[config.mk]
export PLATFORM = sky130hd
export DESIGN_NAME = mux_tree_pipe_flat
export DESIGN_NICKNAME = d
export VERILOG_FILES = /design/src/rtl/mux_pkg.sv /design/src/rtl/mux_tree_pipe_if.sv /design/src/rtl/mux_tree_level.sv /design/src/rtl/mux_tree_pipe.sv /design/src/flat_wrapper.sv
export SDC_FILE = /design/constraint.sdc
export NUM_CORES = 1
export LEC_CHECK = 0
export ABC_AREA = 1
export ABC_CLOCK_PERIOD_IN_PS = 3100
export CAP_MARGIN = 10
export CELL_PAD_IN_SITES_DETAIL_PLACEMENT = 0
export CELL_PAD_IN_SITES_GLOBAL_PLACEMENT = 1
export CORE_MARGIN = 2
export CORE_UTILIZATION = 35
export CTS_CLUSTER_DIAMETER = 120
export CTS_CLUSTER_SIZE = 8
export DETAILED_ROUTE_END_ITERATION = 7
export PLACE_DENSITY_LB_ADDON = 0.1
export SYNTH_ARGS = -nofsm -noshare
export SYNTH_HDL_FRONTEND = slang
export SYNTH_SLANG_ARGS = --single-unit
[constraint.sdc]
create_clock -name clk -period 3.1 [get_ports clk]
set_clock_uncertainty 0.1 [all_clocks]
set_input_delay 0.465 -clock clk [delete_from_list [all_inputs] [get_ports clk]]
set_output_delay 0.465 -clock clk [all_outputs]
set_load 0.05 [all_outputs]
[src/rtl/mux_pkg.sv]
// Shared helpers for the pipelined mux tree: tree depth and channel-count legality.
package mux_pkg;

  function automatic int clog2(input int n);
    int r;
    r = 0;
    while ((1 << r) < n) r++;
    return r;
  endfunction

  // Tree reduction only closes cleanly for power-of-two channel counts.
  function automatic bit legal_n(input int n);
    return (n >= 2) && ((n & (n - 1)) == 0);
  endfunction

endpackage

[src/rtl/mux_tree_pipe_if.sv]
// Valid/ready bus for mux_tree_pipe: N packed channels in, one selected channel plus select echo out.
interface mux_tree_pipe_if import mux_pkg::*; #(
  parameter int WIDTH = 8,
  parameter int N     = 8
) ();
  localparam int LEVELS = clog2(N);

  logic [N*WIDTH-1:0]  in_data;
  logic [LEVELS-1:0]   in_sel;
  logic                in_valid;
  logic                in_ready;
  logic [WIDTH-1:0]    out_data;
  logic [LEVELS-1:0]   out_sel;
  logic                out_valid;
  logic                out_ready;

  modport master (
    output in_data, in_sel, in_valid, out_ready,
    input  in_ready, out_data, out_sel, out_valid
  );

  modport slave (
    input  in_data, in_sel, in_valid, out_ready,
    output in_ready, out_data, out_sel, out_valid
  );
endinterface

[src/rtl/mux_tree_level.sv]
// One registered 2:1 reduction level of the mux tree; halves the channel count.
module mux_tree_level import mux_pkg::*; #(
  parameter int WIDTH = 8,
  parameter int IN_CH = 8,
  parameter int SELW  = 3
) (
  input  logic                              clk,
  input  logic                              rst,
  input  logic                              en,
  input  logic [IN_CH-1:0][WIDTH-1:0]       d_i,
  input  logic [SELW-1:0]                   sel_i,
  input  logic                              vld_i,
  output logic [IN_CH/2-1:0][WIDTH-1:0]     d_o,
  output logic [SELW-1:0]                   sel_o,
  output logic                              vld_o
);
  localparam int OUT_CH = IN_CH / 2;
  // Depth of this level in the tree, and thus which select bit it consumes.
  localparam int BIT    = SELW - clog2(IN_CH);

  logic [OUT_CH-1:0][WIDTH-1:0] red;

  always_comb begin
    red = '0;
    for (int j = 0; j < OUT_CH; j++)
      red[j] = sel_i[BIT] ? d_i[2*j+1] : d_i[2*j];
  end

  // The full select travels with the beat; its upper bits steer later levels.
  always_ff @(posedge clk or posedge rst) begin
    if (rst) begin
      d_o   <= '0;
      sel_o <= '0;
      vld_o <= 1'b0;
    end else if (en) begin
      d_o   <= red;
      sel_o <= sel_i;
      vld_o <= vld_i;
    end
  end

endmodule

[src/rtl/mux_tree_pipe.sv]
// Pipelined N:1 mux tree, one register per level, global stall enable.
module mux_tree_pipe import mux_pkg::*; #(
  parameter int WIDTH = 8,
  parameter int N     = 8
) (
  input  logic             clk,
  input  logic             rst,
  mux_tree_pipe_if.slave   bus
);
  localparam int LEVELS = clog2(N);
  localparam int NODES  = 2*N - 1;

  if (!legal_n(N)) begin : g_bad_n
    $error("mux_tree_pipe: N must be a power of two >= 2");
  end

  logic                          adv;
  // All tree nodes, leaves first: level k reads node[2N-2*(N>>k) +: N>>k].
  logic [NODES-1:0][WIDTH-1:0]   node;
  logic [LEVELS:0][LEVELS-1:0]   sel_pipe;
  logic [LEVELS:0]               vld_pipe;

  assign adv          = ~vld_pipe[LEVELS] | bus.out_ready;
  assign bus.in_ready = adv;

  assign node[N-1:0]  = bus.in_data;
  assign sel_pipe[0]  = bus.in_sel;
  assign vld_pipe[0]  = bus.in_valid;

  for (genvar k = 0; k < LEVELS; k++) begin : g_lvl
    localparam int ICH = N >> k;
    localparam int IB  = 2*N - 2*ICH;
    localparam int OB  = 2*N - ICH;

    mux_tree_level #(
      .WIDTH (WIDTH),
      .IN_CH (ICH),
      .SELW  (LEVELS)
    ) u_lvl (
      .clk   (clk),
      .rst   (rst),
      .en    (adv),
      .d_i   (node[IB +: ICH]),
      .sel_i (sel_pipe[k]),
      .vld_i (vld_pipe[k]),
      .d_o   (node[OB +: ICH/2]),
      .sel_o (sel_pipe[k+1]),
      .vld_o (vld_pipe[k+1])
    );
  end

  assign bus.out_data  = node[NODES-1];
  assign bus.out_sel   = sel_pipe[LEVELS];
  assign bus.out_valid = vld_pipe[LEVELS];

endmodule

[src/flat_wrapper.sv]
// flat-port wrapper written by rule: the top's interface ports become plain ports
module mux_tree_pipe_flat import mux_pkg::*;
#(
  parameter int WIDTH = 8,
  parameter int N     = 8
)
  (clk, rst, bus_in_data, bus_in_sel, bus_in_valid, bus_out_ready, bus_in_ready, bus_out_data, bus_out_sel, bus_out_valid);
  mux_tree_pipe_if #(.WIDTH(WIDTH), .N(N)) bus_i ();
  input  logic clk;
  input  logic rst;
  input wire logic [$bits(bus_i.in_data)-1:0] bus_in_data;
  input wire logic [$bits(bus_i.in_sel)-1:0] bus_in_sel;
  input wire logic [$bits(bus_i.in_valid)-1:0] bus_in_valid;
  input wire logic [$bits(bus_i.out_ready)-1:0] bus_out_ready;
  output wire logic [$bits(bus_i.in_ready)-1:0] bus_in_ready;
  output wire logic [$bits(bus_i.out_data)-1:0] bus_out_data;
  output wire logic [$bits(bus_i.out_sel)-1:0] bus_out_sel;
  output wire logic [$bits(bus_i.out_valid)-1:0] bus_out_valid;
  assign bus_i.in_data = bus_in_data;
  assign bus_i.in_sel = bus_in_sel;
  assign bus_i.in_valid = bus_in_valid;
  assign bus_i.out_ready = bus_out_ready;
  assign bus_in_ready = bus_i.in_ready;
  assign bus_out_data = bus_i.out_data;
  assign bus_out_sel = bus_i.out_sel;
  assign bus_out_valid = bus_i.out_valid;
  mux_tree_pipe #(.WIDTH(WIDTH), .N(N)) u_core (.clk(clk), .rst(rst), .bus(bus_i));
endmodule
==> impl_metrics.py, run 1 <==
metrics = {
    "yosys": {
        "netlist-cell-type-count": 13,
        "synth-compound-area-share": 0.00981,
        "synth_top_family_by_area": "simple AND/OR/NAND/NOR gates",
        "syn_area_um2": 3570,
        "yosys_warnings": 0,
        "synth_seq_cells": 68,
        "synth-xor-area-share": 0,
        "syn_nets": 593,
        "synthCells": 522,
        "synth_mux_area_frac": 0,
        "synthAdderAreaFrac": 0,
        "synth_area_per_cell_um2": 6.84,
        "synth_simple_gate_area_frac": 0.340,
        "ys_seq_area_frac": 0.476,
    },
    "placement": {
        "post-place-cells": 720,
        "globalplace.congestion": 0.730,
        "port_buffers": 83,
        "dp_hpwl_um": 5460,
        "dp_worst_setup_slack_ns": 0.974,
        "postPlaceCellArea_um2": 4490,
    },
    "worst_setup_path": {
        "crit_buf_inv": 1,
        "cp_top_family": "buffers and inverters",
        "crit_required_ns": 2.53,
        "max_stage_delay_ns": 0.84,
        "worstPathMaxFanout": 3,
        "worstSetupStartpointType": "flip-flop",
        "setup.worst_path.class": "flip-flop to output pin",
        "path_cells": "clkdlybuf4s50_1",
        "crit_slowest_cell": "clkdlybuf4s50_1",
        "cp-end-kind": "output pin",
        "crit_arrival_ns": 1.60,
    },
    "clock_network": {
        "cts_sinks": 68,
        "path_clk_slew_ns": 0.07,
        "cts.path.max_buffers": 2,
        "h-tree-depth": 3,
        "post_cts_buffers": 0,
        "numCtsBuffers": 9,
        "insertion_delay_ns": 0.34,
        "clockRootBuffer": "clkbuf_8",
        "cts_hold_buf": 0,
        "tritoncts": "done",
        "cts_resized": 0,
    },
    "grt": {
        "grt_antenna_before_repair": 0,
        "gr-usage-met3": 0.0437,
        "overflow": 0,
        "grt_pass1_wl_um": 14400,
        "track_usage": 0.159,
        "grt-busiest-layer": "met2",
        "use_met2": 0.255,
        "globalRouteMet1Util": 0.211,
        "grt_pass1_vias": 3106,
        "grt_max_degree": 45,
    },
    "drt": {
        "routed_wl_um": 7870,
        "antenna_left": 0,
        "via_per_inst": 4.26,
        "drt_pass1_iterations": 4,
        "drcViolationCount": 0,
        "drt_iter0_drc": 105,
        "vias": 3135,
        "routedWlPerCell_um": 10.7,
    },
    "run": {
        "cap_violations": 0,
    },
    "floorplan": {
        "chipWidth_um": 105,
        "start_util": 0.364,
        "core_um2": 9820,
        "die-area_um2": 11000,
        "die_y_um": 105,
        "num_io_pins": 84,
        "rows": 36,
    },
    "sta": {
        "period_needed_ns": 2.17,
        "rsz0062_at_grt": "false",
        "period_share": 0.700,
        "finalSetupViolCount": 0,
        "drv_slew": 0,
        "hold_viol_final": 0,
        "worst_slew_pin_slew_ns": 0.622,
        "setup_tns_ns": 0,
        "maxSlewHeadroom": 0.585,
        "fmax_mhz": 461,
        "holdWs_ns": 0.359,
        "fin_ws_ns": 0.931,
    },
    "cells_and_area": {
        "layout_common_cells": "nand2_1, inv_1, clkdlybuf4s50_1, dfrtp_1, nand3_1",
        "stdcell_count": 736,
        "utilization": 0.479,
        "nNetsFinal": 669,
        "fill_cells": 1062,
        "syn_to_final_growth_pct": 31.6,
        "diodes": 0,
        "postLayoutCellArea_um2": 4700,
        "final_common_cell": "nand2_1",
        "drive_gt1_frac": 0.0464,
    },
    "hold_path": {
        "hold_class": "flip-flop to flip-flop",
    },
    "power_and_ir_drop": {
        "power.total_mw": 3.52,
        "peakVddDrop_mv": 0.411,
        "leakagePower_nw": 2.69,
        "p_per_area_nw_per_um2": 749,
    },
    "status": {
        "status": "completed",
    },
}
## flip-flops by register name (all words and copies together), names as in the netlist
| name | count |
|---|---|
| u_core.g_lvl.u_lvl.vld_o | 3 |
| u_core.g_lvl.u_lvl.sel_o | 9 |
| u_core.g_lvl.u_lvl.d_o | 56 |
## layout make-up
class                           count  area [um^2]  share of cell area
Sequential cell                    68         1700               0.362
Clock inverter                      5         75.1              0.0160
Timing Repair Buffer               90          918               0.195
Clock buffer                       11          141              0.0301
Tap cell                          133          166              0.0354
Inverter                          120          450              0.0958
Multi-Input combinational cell    309         1250               0.266
## worst paths after layout
path                            depth (start not counted)                             end  slack [ns]                   startpoint
max in group asynchronous                               3  u_core.g_lvl[2].u_lvl.sel_o[2]        1.84                          rst
worst min register to register                          2     u_core.g_lvl[2].u_lvl.vld_o        0.36  u_core.g_lvl[1].u_lvl.vld_o
worst min-delay path                                    2     u_core.g_lvl[2].u_lvl.vld_o        0.36  u_core.g_lvl[1].u_lvl.vld_o
min in group asynchronous                               2   u_core.g_lvl[0].u_lvl.d_o[26]        0.42                          rst
worst max register to register                          4  u_core.g_lvl[2].u_lvl.sel_o[2]        1.52  u_core.g_lvl[2].u_lvl.vld_o
worst max-delay path                                    1                   bus_out_valid        0.93  u_core.g_lvl[2].u_lvl.vld_o
## logic make-up after synthesis
family	after synthesis
flip-flops	68
AND/OR/NAND/NOR	302
buffers and inverters	145
AO/OA/AOI/OAI	7
## cell usage after synthesis
cell	instances	area [um^2]
buf_2	8	40.0
buf_4	15	113
buf_6	1	11.3
clkbuf_4	1	7.51
clkinv_1	1	3.75
dfrtp_1	68	1700
inv_1	117	439
inv_2	2	7.51
nand2_1	244	916
nand2_2	1	6.26
nand3_1	56	280
nor2_4	1	11.3
o21ai_0	7	35.0
## report_power, final
part	leakage, nW	total, mW	switching [mW]	internal, mW
sequential	0.803	1.40	0.190	1.21
clock	0.113	0.799	0.328	0.471
combinational	1.78	1.33	0.844	0.486
total	2.69	3.52	1.36	2.16
## routing by layer
metal,up-vias,part of all wire,wire (um)
met5,-,0,0
li1,1654,-,-
met1,1404,0.50,3960
met4,0,0.012,92
met2,70,0.44,3450
met3,7,0.046,363
## worst min-delay path: cells and delay by family, from the launching register on
family | cells | cell delay, ns
DFF | 1 | 0.33
buffers and inverters | 1 | 0.05
and+or+nand+nor | 1 | 0.05
Power figures use the tool's default switching activity.
==> inputs of run 2 (changes only) <==
Settings changed: ABC_CLOCK_PERIOD_IN_PS 3100 to 2300.
Clock period 3.1 ns to 2.3 ns, I/O delays scaled along.
==> impl_metrics.py, run 2 (synthesized netlist as in run 1, its figures left out) <==
metrics = {
    "worst_setup_path": {
        "crit_buf_inv": 1,
        "reg2reg_to": "u_core.g_lvl[1].u_lvl.d_o[8]",
        "crit_slowest_cell": "clkdlybuf4s50_1",
        "cp_top_family": "buffers and inverters",
        "reg2reg_depth": 5,
        "worstSetupStartpointType": "flip-flop",
        "ff2ff_setup_slack_ns": 0.86,
        "max_stage_delay_ns": 0.85,
        "path_cells": "clkdlybuf4s50_1",
        "setup.worst_path.class": "flip-flop to output pin",
        "cp-end-kind": "output pin",
        "crit_required_ns": 1.86,
        "crit_arrival_ns": 1.63,
        "r2r_start": "u_core.g_lvl[2].u_lvl.vld_o",
        "worstPathMaxFanout": 3,
    },
    "drt": {
        "routed_wl_um": 8140,
        "vias": 3135,
        "routedWlPerCell_um": 11.0,
        "via_per_inst": 4.24,
        "drt_pass1_iterations": 4,
        "drt_iter0_drc": 76,
        "antenna_left": 0,
        "drcViolationCount": 0,
    },
    "sta": {
        "drv_slew": 0,
        "period_needed_ns": 2.08,
        "period_share": 0.904,
        "finalSetupViolCount": 0,
        "fmax_mhz": 481,
        "worst_slew_pin_slew_ns": 0.519,
        "maxSlewHeadroom": 0.653,
        "fin_ws_ns": 0.221,
        "hold_viol_final": 0,
        "rsz0062_at_grt": "false",
        "setup_tns_ns": 0,
    },
    "clock_network": {
        "post_cts_buffers": 0,
        "h-tree-depth": 3,
        "path_clk_slew_ns": 0.07,
        "numCtsBuffers": 9,
        "cts_sinks": 68,
        "cts.path.max_buffers": 2,
        "cts_resized": 0,
        "clockRootBuffer": "clkbuf_8",
        "tritoncts": "done",
        "cts_hold_buf": 0,
        "insertion_delay_ns": 0.33,
    },
    "cells_and_area": {
        "largest_reg_flops": 56,
        "largest_registers": "u_core.g_lvl.u_lvl.d_o: 56 flops, u_core.g_lvl.u_lvl.sel_o: 9 flops, u_core.g_lvl.u_lvl.vld_o: 3 flops",
        "utilization": 0.486,
        "stdcell_count": 739,
        "layout_common_cells": "nand2_1, inv_1, clkdlybuf4s50_1, dfrtp_1, nand3_1",
        "drive_gt1_frac": 0.0512,
        "fill_cells": 1065,
        "final_common_cell": "nand2_1",
        "diodes": 0,
        "nNetsFinal": 672,
        "syn_to_final_growth_pct": 33.5,
        "top_register": "u_core.g_lvl.u_lvl.d_o",
    },
    "power_and_ir_drop": {
        "power.total_mw": 4.85,
        "p_per_area_nw_per_um2": 1020,
        "p_switching_mw": 1.85,
        "leakagePower_nw": 2.72,
        "peakVddDrop_mv": 0.467,
        "switching_share": 0.381,
        "p_clk_frac": 0.234,
        "pwr-share-seq": 0.390,
        "p_int_mw": 3.00,
        "pwr-share-comb": 0.376,
    },
    "hold_path": {
        "hold_class": "input pin to asynchronous set/reset pin",
    },
    "run": {
        "cap_violations": 0,
    },
    "floorplan": {
        "die-area_um2": 11000,
        "chipWidth_um": 105,
        "rows": 36,
        "die_y_um": 105,
        "start_util": 0.364,
        "core_um2": 9820,
        "num_io_pins": 84,
    },
    "status": {
        "status": "completed",
    },
    "placement": {
        "dp_hpwl_um": 5710,
        "port_buffers": 83,
        "dp_worst_setup_slack_ns": 0.425,
        "globalplace.congestion": 0.740,
        "post-place-cells": 723,
    },
    "grt": {
        "track_usage": 0.158,
        "grt_pass1_wl_um": 14100,
        "grt_antenna_before_repair": 0,
        "grt_max_degree": 53,
        "overflow": 0,
        "grt_pass1_vias": 3026,
    },
}
[run 2: how the worst max path moves through the flow]
| stage | to | slack, ns | startpoint | depth (start not counted) |
|---|---|---|---|---|
| 6_report | bus_out_valid | 0.22 | u_core.g_lvl[2].u_lvl.vld_o | 1 |
| 5_1_grt | bus_out_valid | 0.17 | u_core.g_lvl[2].u_lvl.vld_o | 1 |
| 4_1_cts | bus_out_valid | 0.20 | u_core.g_lvl[2].u_lvl.vld_o | 1 |
| 3_5_place_dp | u_core.g_lvl[0].u_lvl.d_o[21] | 0.43 | bus_out_ready | 6 |
| 3_3_place_gp | u_core.g_lvl[0].u_lvl.d_o[21] | 0.44 | bus_out_ready | 6 |
| 2_1_floorplan | u_core.g_lvl[0].u_lvl.d_o[0] | 0.14 | rst | 1 |
[run 2: metrics by stage]
step	area, um^2	hold slack (ns)
after CTS	4770	0.262
after global routing	4770	0.283
final	4770	0.268
after detailed placement	4530	0.341
after global placement	4530	0.328
after floorplan	3570	0.320
[run 2: metal layers]
metal | routed length (um) | global-route usage | share of wire
met5 | 0 | 0 | 0
met4 | 48 | 0.0457 | 0.0059
met3 | 430 | 0.0468 | 0.053
met2 | 3600 | 0.244 | 0.44
met1 | 4060 | 0.216 | 0.50
[run 2: power groups by stage]
stage,clock (mW),combinational [mW],sequential (mW)
final,1.13,1.83,1.89
after global routing,1.22,2.05,1.95
after CTS,1.16,1.86,1.89
after detailed placement,0,1.85,1.91
after global placement,0,1.83,1.91
after floorplan,0,0.946,2.19
[run 2: final cells by class]
class / instances / area [um^2] / area share
clock buffers: 13 / 169 / 0.0354
clock inverters: 3 / 67.6 / 0.0142
inverters: 120 / 450 / 0.0944
multi-input cells: 309 / 1250 / 0.262
flip-flops and latches: 68 / 1700 / 0.357
well taps: 133 / 166 / 0.0349
repair buffers: 93 / 966 / 0.203
==> inputs of run 3 (changes only) <==
Settings changed: CTS_BUF_LIST set to sky130_fd_sc_hd__clkbuf_16, SKIP_CTS_REPAIR_TIMING set to 1.
==> impl_metrics.py, run 3 (synthesized netlist as in run 1, its figures left out) <==
metrics = {
    "status": {
        "status": "completed",
    },
    "placement": {
        "port_buffers": 83,
        "dp_hpwl_um": 5710,
        "globalplace.congestion": 0.740,
        "dp_worst_setup_slack_ns": 0.425,
        "postPlaceCellArea_um2": 4530,
        "post-place-cells": 723,
    },
    "worst_setup_path": {
        "worstPathMaxFanout": 3,
        "max_stage_delay_ns": 0.85,
        "path_cells": "clkdlybuf4s50_1",
        "worstSetupStartpointType": "flip-flop",
        "crit_arrival_ns": 1.61,
        "crit_slowest_cell": "clkdlybuf4s50_1",
        "crit_required_ns": 1.86,
        "crit_buf_inv": 1,
        "cp-end-kind": "output pin",
        "setup.worst_path.class": "flip-flop to output pin",
        "cp_top_family": "buffers and inverters",
    },
    "run": {
        "cap_violations": 0,
    },
    "cells_and_area": {
        "final-seq-area_um2": 1700,
        "multi_input_area_um2": 1250,
        "largest_reg_flops": 56,
        "stdcell_count": 739,
        "fill_cells": 1051,
        "nNetsFinal": 672,
        "syn_to_final_growth_pct": 35.5,
        "layout_common_cells": "nand2_1, inv_1, clkdlybuf4s50_1, dfrtp_1, nand3_1",
        "diodes": 0,
        "largest_registers": "u_core.g_lvl.u_lvl.d_o: 56 flops, u_core.g_lvl.u_lvl.sel_o: 9 flops, u_core.g_lvl.u_lvl.vld_o: 3 flops",
        "drive_gt1_frac": 0.0462,
        "top_register": "u_core.g_lvl.u_lvl.d_o",
        "postLayoutCellArea_um2": 4840,
        "final_common_cell": "nand2_1",
    },
    "sta": {
        "rsz0062_at_grt": "false",
        "period_needed_ns": 2.06,
        "drv_slew": 0,
        "maxSlewHeadroom": 0.663,
        "hold_viol_final": 0,
        "setup_tns_ns": 0,
        "period_share": 0.895,
        "holdWs_ns": 0.281,
        "fmax_mhz": 486,
        "fin_ws_ns": 0.241,
        "finalSetupViolCount": 0,
        "worst_slew_pin_slew_ns": 0.504,
    },
    "grt": {
        "overflow": 0,
        "grt_pass1_wl_um": 14300,
        "track_usage": 0.159,
        "grt_antenna_before_repair": 0,
        "grt_max_degree": 53,
        "grt_pass1_vias": 3053,
    },
    "clock_network": {
        "h-tree-depth": 3,
        "cts_sinks": 68,
        "numCtsBuffers": 9,
        "insertion_delay_ns": 0.32,
        "tritoncts": "done",
        "cts.path.max_buffers": 2,
        "path_clk_slew_ns": 0.05,
        "clockRootBuffer": "clkbuf_16",
    },
    "floorplan": {
        "rows": 36,
        "core_um2": 9820,
        "num_io_pins": 84,
        "die-area_um2": 11000,
        "die_y_um": 105,
        "start_util": 0.364,
        "chipWidth_um": 105,
    },
    "power_and_ir_drop": {
        "leakagePower_nw": 2.75,
        "peakVddDrop_mv": 0.519,
        "p_per_area_nw_per_um2": 1060,
    },
    "drt": {
        "routed_wl_um": 8120,
        "antenna_left": 0,
        "via_per_inst": 4.24,
        "vias": 3135,
        "drcViolationCount": 0,
        "routedWlPerCell_um": 11.0,
        "drt_pass1_iterations": 4,
        "drt_iter0_drc": 98,
    },
    "hold_path": {
        "hold_class": "input pin to asynchronous set/reset pin",
    },
}
[run 3: cell types whose count changed in the layout (fill, tap and decap cells not counted), sizes merged]
| cell | change |
|---|---|
| clkinv | +3 |
| inv | +1 |
| clkbuf | -4 |
[run 3: metrics by stage]
stage	util	total power, mW
after global routing	0.493	5.50
after detailed placement	0.462	3.76
after floorplan	-	3.13
final	0.493	5.12
after CTS	0.493	5.18
after global placement	0.462	3.74
[run 3: per-layer routing]
layer / global-route usage / vias to the layer above / share of wire
li1: - / 1654 / -
met1: 0.220 / 1417 / 0.50
met2: 0.247 / 62 / 0.44
met3: 0.0487 / 2 / 0.052
met4: 0.0314 / 0 / 0.0044
met5: 0 / - / 0
[run 3: cell type report]
cell class	instances	area share
clock inverters	7	0.0171
well taps	133	0.0344
multi-input cells	309	0.258
flip-flops and latches	68	0.352
clock buffers	9	0.0465
inverters	120	0.0930
repair buffers	93	0.200
[run 3: final timing paths]
check                                            start                            end  cells after the start  slack, ns
setup / recovery           u_core.g_lvl[2].u_lvl.vld_o                  bus_out_valid                      1       0.24
hold / removal                                     rst  u_core.g_lvl[0].u_lvl.d_o[30]                      2       0.28
setup reg to reg           u_core.g_lvl[2].u_lvl.vld_o   u_core.g_lvl[1].u_lvl.d_o[8]                      5       0.85
hold reg to reg            u_core.g_lvl[1].u_lvl.vld_o    u_core.g_lvl[2].u_lvl.vld_o                      2       0.35
max in group asynchronous                          rst  u_core.g_lvl[0].u_lvl.d_o[10]                      3       1.30
min in group clk           u_core.g_lvl[1].u_lvl.vld_o    u_core.g_lvl[2].u_lvl.vld_o                      2       0.35
[run 3: where the power goes]
part	switching, mW	internal (mW)	total (mW)
registers	0.265	1.63	1.89
clock network	0.468	0.933	1.40
logic	1.15	0.675	1.82
total	1.88	3.24	5.12
==> variant, RTL diff (settings of run 2) <==
`WIDTH` is set to 8 in 4 places; all go to 7.
--- a/src/rtl/mux_tree_pipe_if.sv
+++ b/src/rtl/mux_tree_pipe_if.sv
@@ -1,6 +1,6 @@
 // Valid/ready bus for mux_tree_pipe: N packed channels in, one selected channel plus select echo out.
 interface mux_tree_pipe_if import mux_pkg::*; #(
-  parameter int WIDTH = 8,
+  parameter int WIDTH = 7,
   parameter int N     = 8
 ) ();
   localparam int LEVELS = clog2(N);
--- a/src/rtl/mux_tree_level.sv
+++ b/src/rtl/mux_tree_level.sv
@@ -1,6 +1,6 @@
 // One registered 2:1 reduction level of the mux tree; halves the channel count.
 module mux_tree_level import mux_pkg::*; #(
-  parameter int WIDTH = 8,
+  parameter int WIDTH = 7,
   parameter int IN_CH = 8,
   parameter int SELW  = 3
 ) (
--- a/src/rtl/mux_tree_pipe.sv
+++ b/src/rtl/mux_tree_pipe.sv
@@ -1,6 +1,6 @@
 // Pipelined N:1 mux tree, one register per level, global stall enable.
 module mux_tree_pipe import mux_pkg::*; #(
-  parameter int WIDTH = 8,
+  parameter int WIDTH = 7,
   parameter int N     = 8
 ) (
   input  logic             clk,
--- a/src/flat_wrapper.sv
+++ b/src/flat_wrapper.sv
@@ -1,7 +1,7 @@
 // flat-port wrapper written by rule: the top's interface ports become plain ports
 module mux_tree_pipe_flat import mux_pkg::*;
 #(
-  parameter int WIDTH = 8,
+  parameter int WIDTH = 7,
   parameter int N     = 8
 )
   (clk, rst, bus_in_data, bus_in_sel, bus_in_valid, bus_out_ready, bus_in_ready, bus_out_data, bus_out_sel, bus_out_valid);
Ports: changed (resized bus_in_data and bus_out_data); port bits go from 84 to 75. No check against the original RTL was run, so the function may have changed too.
==> variant against run 2 <==
Synthesized area fell by 12%; largest power group unchanged; global-route usage is 0.32 points lower; worst setup slack improved by 76 ps; via count down 12%; sequential cell count down 7; clock power fell by 12%; cell area is 12% lower; routed wire length shrank 16%; fmax grew 3.8%; die area fell by 11%; power decreased by 11%.
==> variant: results (changes against run 2) <==
vias: 2746  # -12%
r2r-end: "u_core.g_lvl[1].u_lvl.d_o[11]"
grt.total_usage_pct: 15.5  # -0.32 points
dp.cells: 629  # -13%
mappedNetlistNets: 524  # -12%
dpl.hpwl_um: 4650  # -19%
ff2ff_path_depth: 4  # -1
reg2reg_from: "u_core.g_lvl[0].u_lvl.sel_o[1]"
port_buffers: 74  # -11%
gp_congestion: 0.728  # -1.6%
drt_iter0_markers: 104  # +37%
syn_avg_cell_area_um2: 6.86  # +0.18%
async_flop_share_pct: 100  # unchanged
pre_cts_slack_ps: 593  # +168 ps
worstPathArrival_ps: 1560  # -70 ps
drive_above_1_share_pct: 5.03  # -0.088 points
grt_max_degree: 62  # +17%
fillerInstances: 930  # -13%
wl_per_cell_um: 10.6  # -3.3%
nets: 595  # -11%
post_dp_cell_area_um2: 4000  # -12%
grt_pass1_wl_um: 12400  # -12%
reg.largest.list: "u_core.g_lvl.u_lvl.d_o x49, u_core.g_lvl.u_lvl.sel_o x9, u_core.g_lvl.u_lvl.vld_o x3"
r2r_slack_ps: 900  # +40 ps
timing.hold.ws_ps: 299  # +31.0 ps
synth-seq-area-share_pct: 48.3  # +0.66 points
leakagePower_nw: 2.41  # -12%
ys_top_cells_by_count: "nand2_1, inv_1, dfrtp_1, nand3_1"
hp-class: "primary input to async pin"
outcome: "finished, final reports clean"
==> variant: cell families (layout without fill, tap and decap cells) <==
group / count (synthesis) / after routing / synth area share [%]
flops: 61 / 61 / 48.3
buf+inv: 126 / 202 / 16.6
simple gates: 267 / 267 / 34.0
compound gates: 7 / 7 / 1.11
==> variant: report_power, final <==
part,switching (mW),leakage (nW),internal [mW],total (mW)
Clock,0.392,0.107,0.605,0.997
Sequential,0.236,0.721,1.46,1.69
Combinational,1.00,1.58,0.598,1.60
Total,1.63,2.41,2.66,4.29
==> variant: how the worst max path moves through the flow <==
stage / start / endpoint / slack, ps / cells past startpoint
after floorplan: rst / u_core.g_lvl[0].u_lvl.d_o[0] / 340 / 1
final: u_core.g_lvl[2].u_lvl.vld_o / bus_out_valid / 300 / 1
after global routing: u_core.g_lvl[2].u_lvl.vld_o / bus_out_valid / 230 / 1
after detailed placement: bus_out_ready / u_core.g_lvl[2].u_lvl.d_o[0] / 590 / 6
after CTS: u_core.g_lvl[2].u_lvl.vld_o / bus_out_valid / 260 / 1
after global placement: bus_out_ready / u_core.g_lvl[1].u_lvl.d_o[11] / 580 / 6
==> variant: area by class of cell <==
cell class | count | area (µm²) | share of cell area, %
Timing Repair Buffer | 80 | 833 | 19.8
Sequential cell | 61 | 1530 | 36.3
Clock inverter | 5 | 75.1 | 1.78
Multi-Input combinational cell | 274 | 1110 | 26.3
Inverter | 106 | 398 | 9.46
Clock buffer | 11 | 131 | 3.12
Tap cell | 108 | 135 | 3.21
==> variant: worst min-delay path, delay by kind of cell <==
family	cells	cell delay, ps
buffers and inverters	3	780
==> variant: layer usage <==
metal / wire length (µm) / track usage (%)
met2: 3210 / 24.8
met3: 312 / 4.61
met1: 3320 / 21.0
met4: 19 / 3.06
met5: 0 / 0
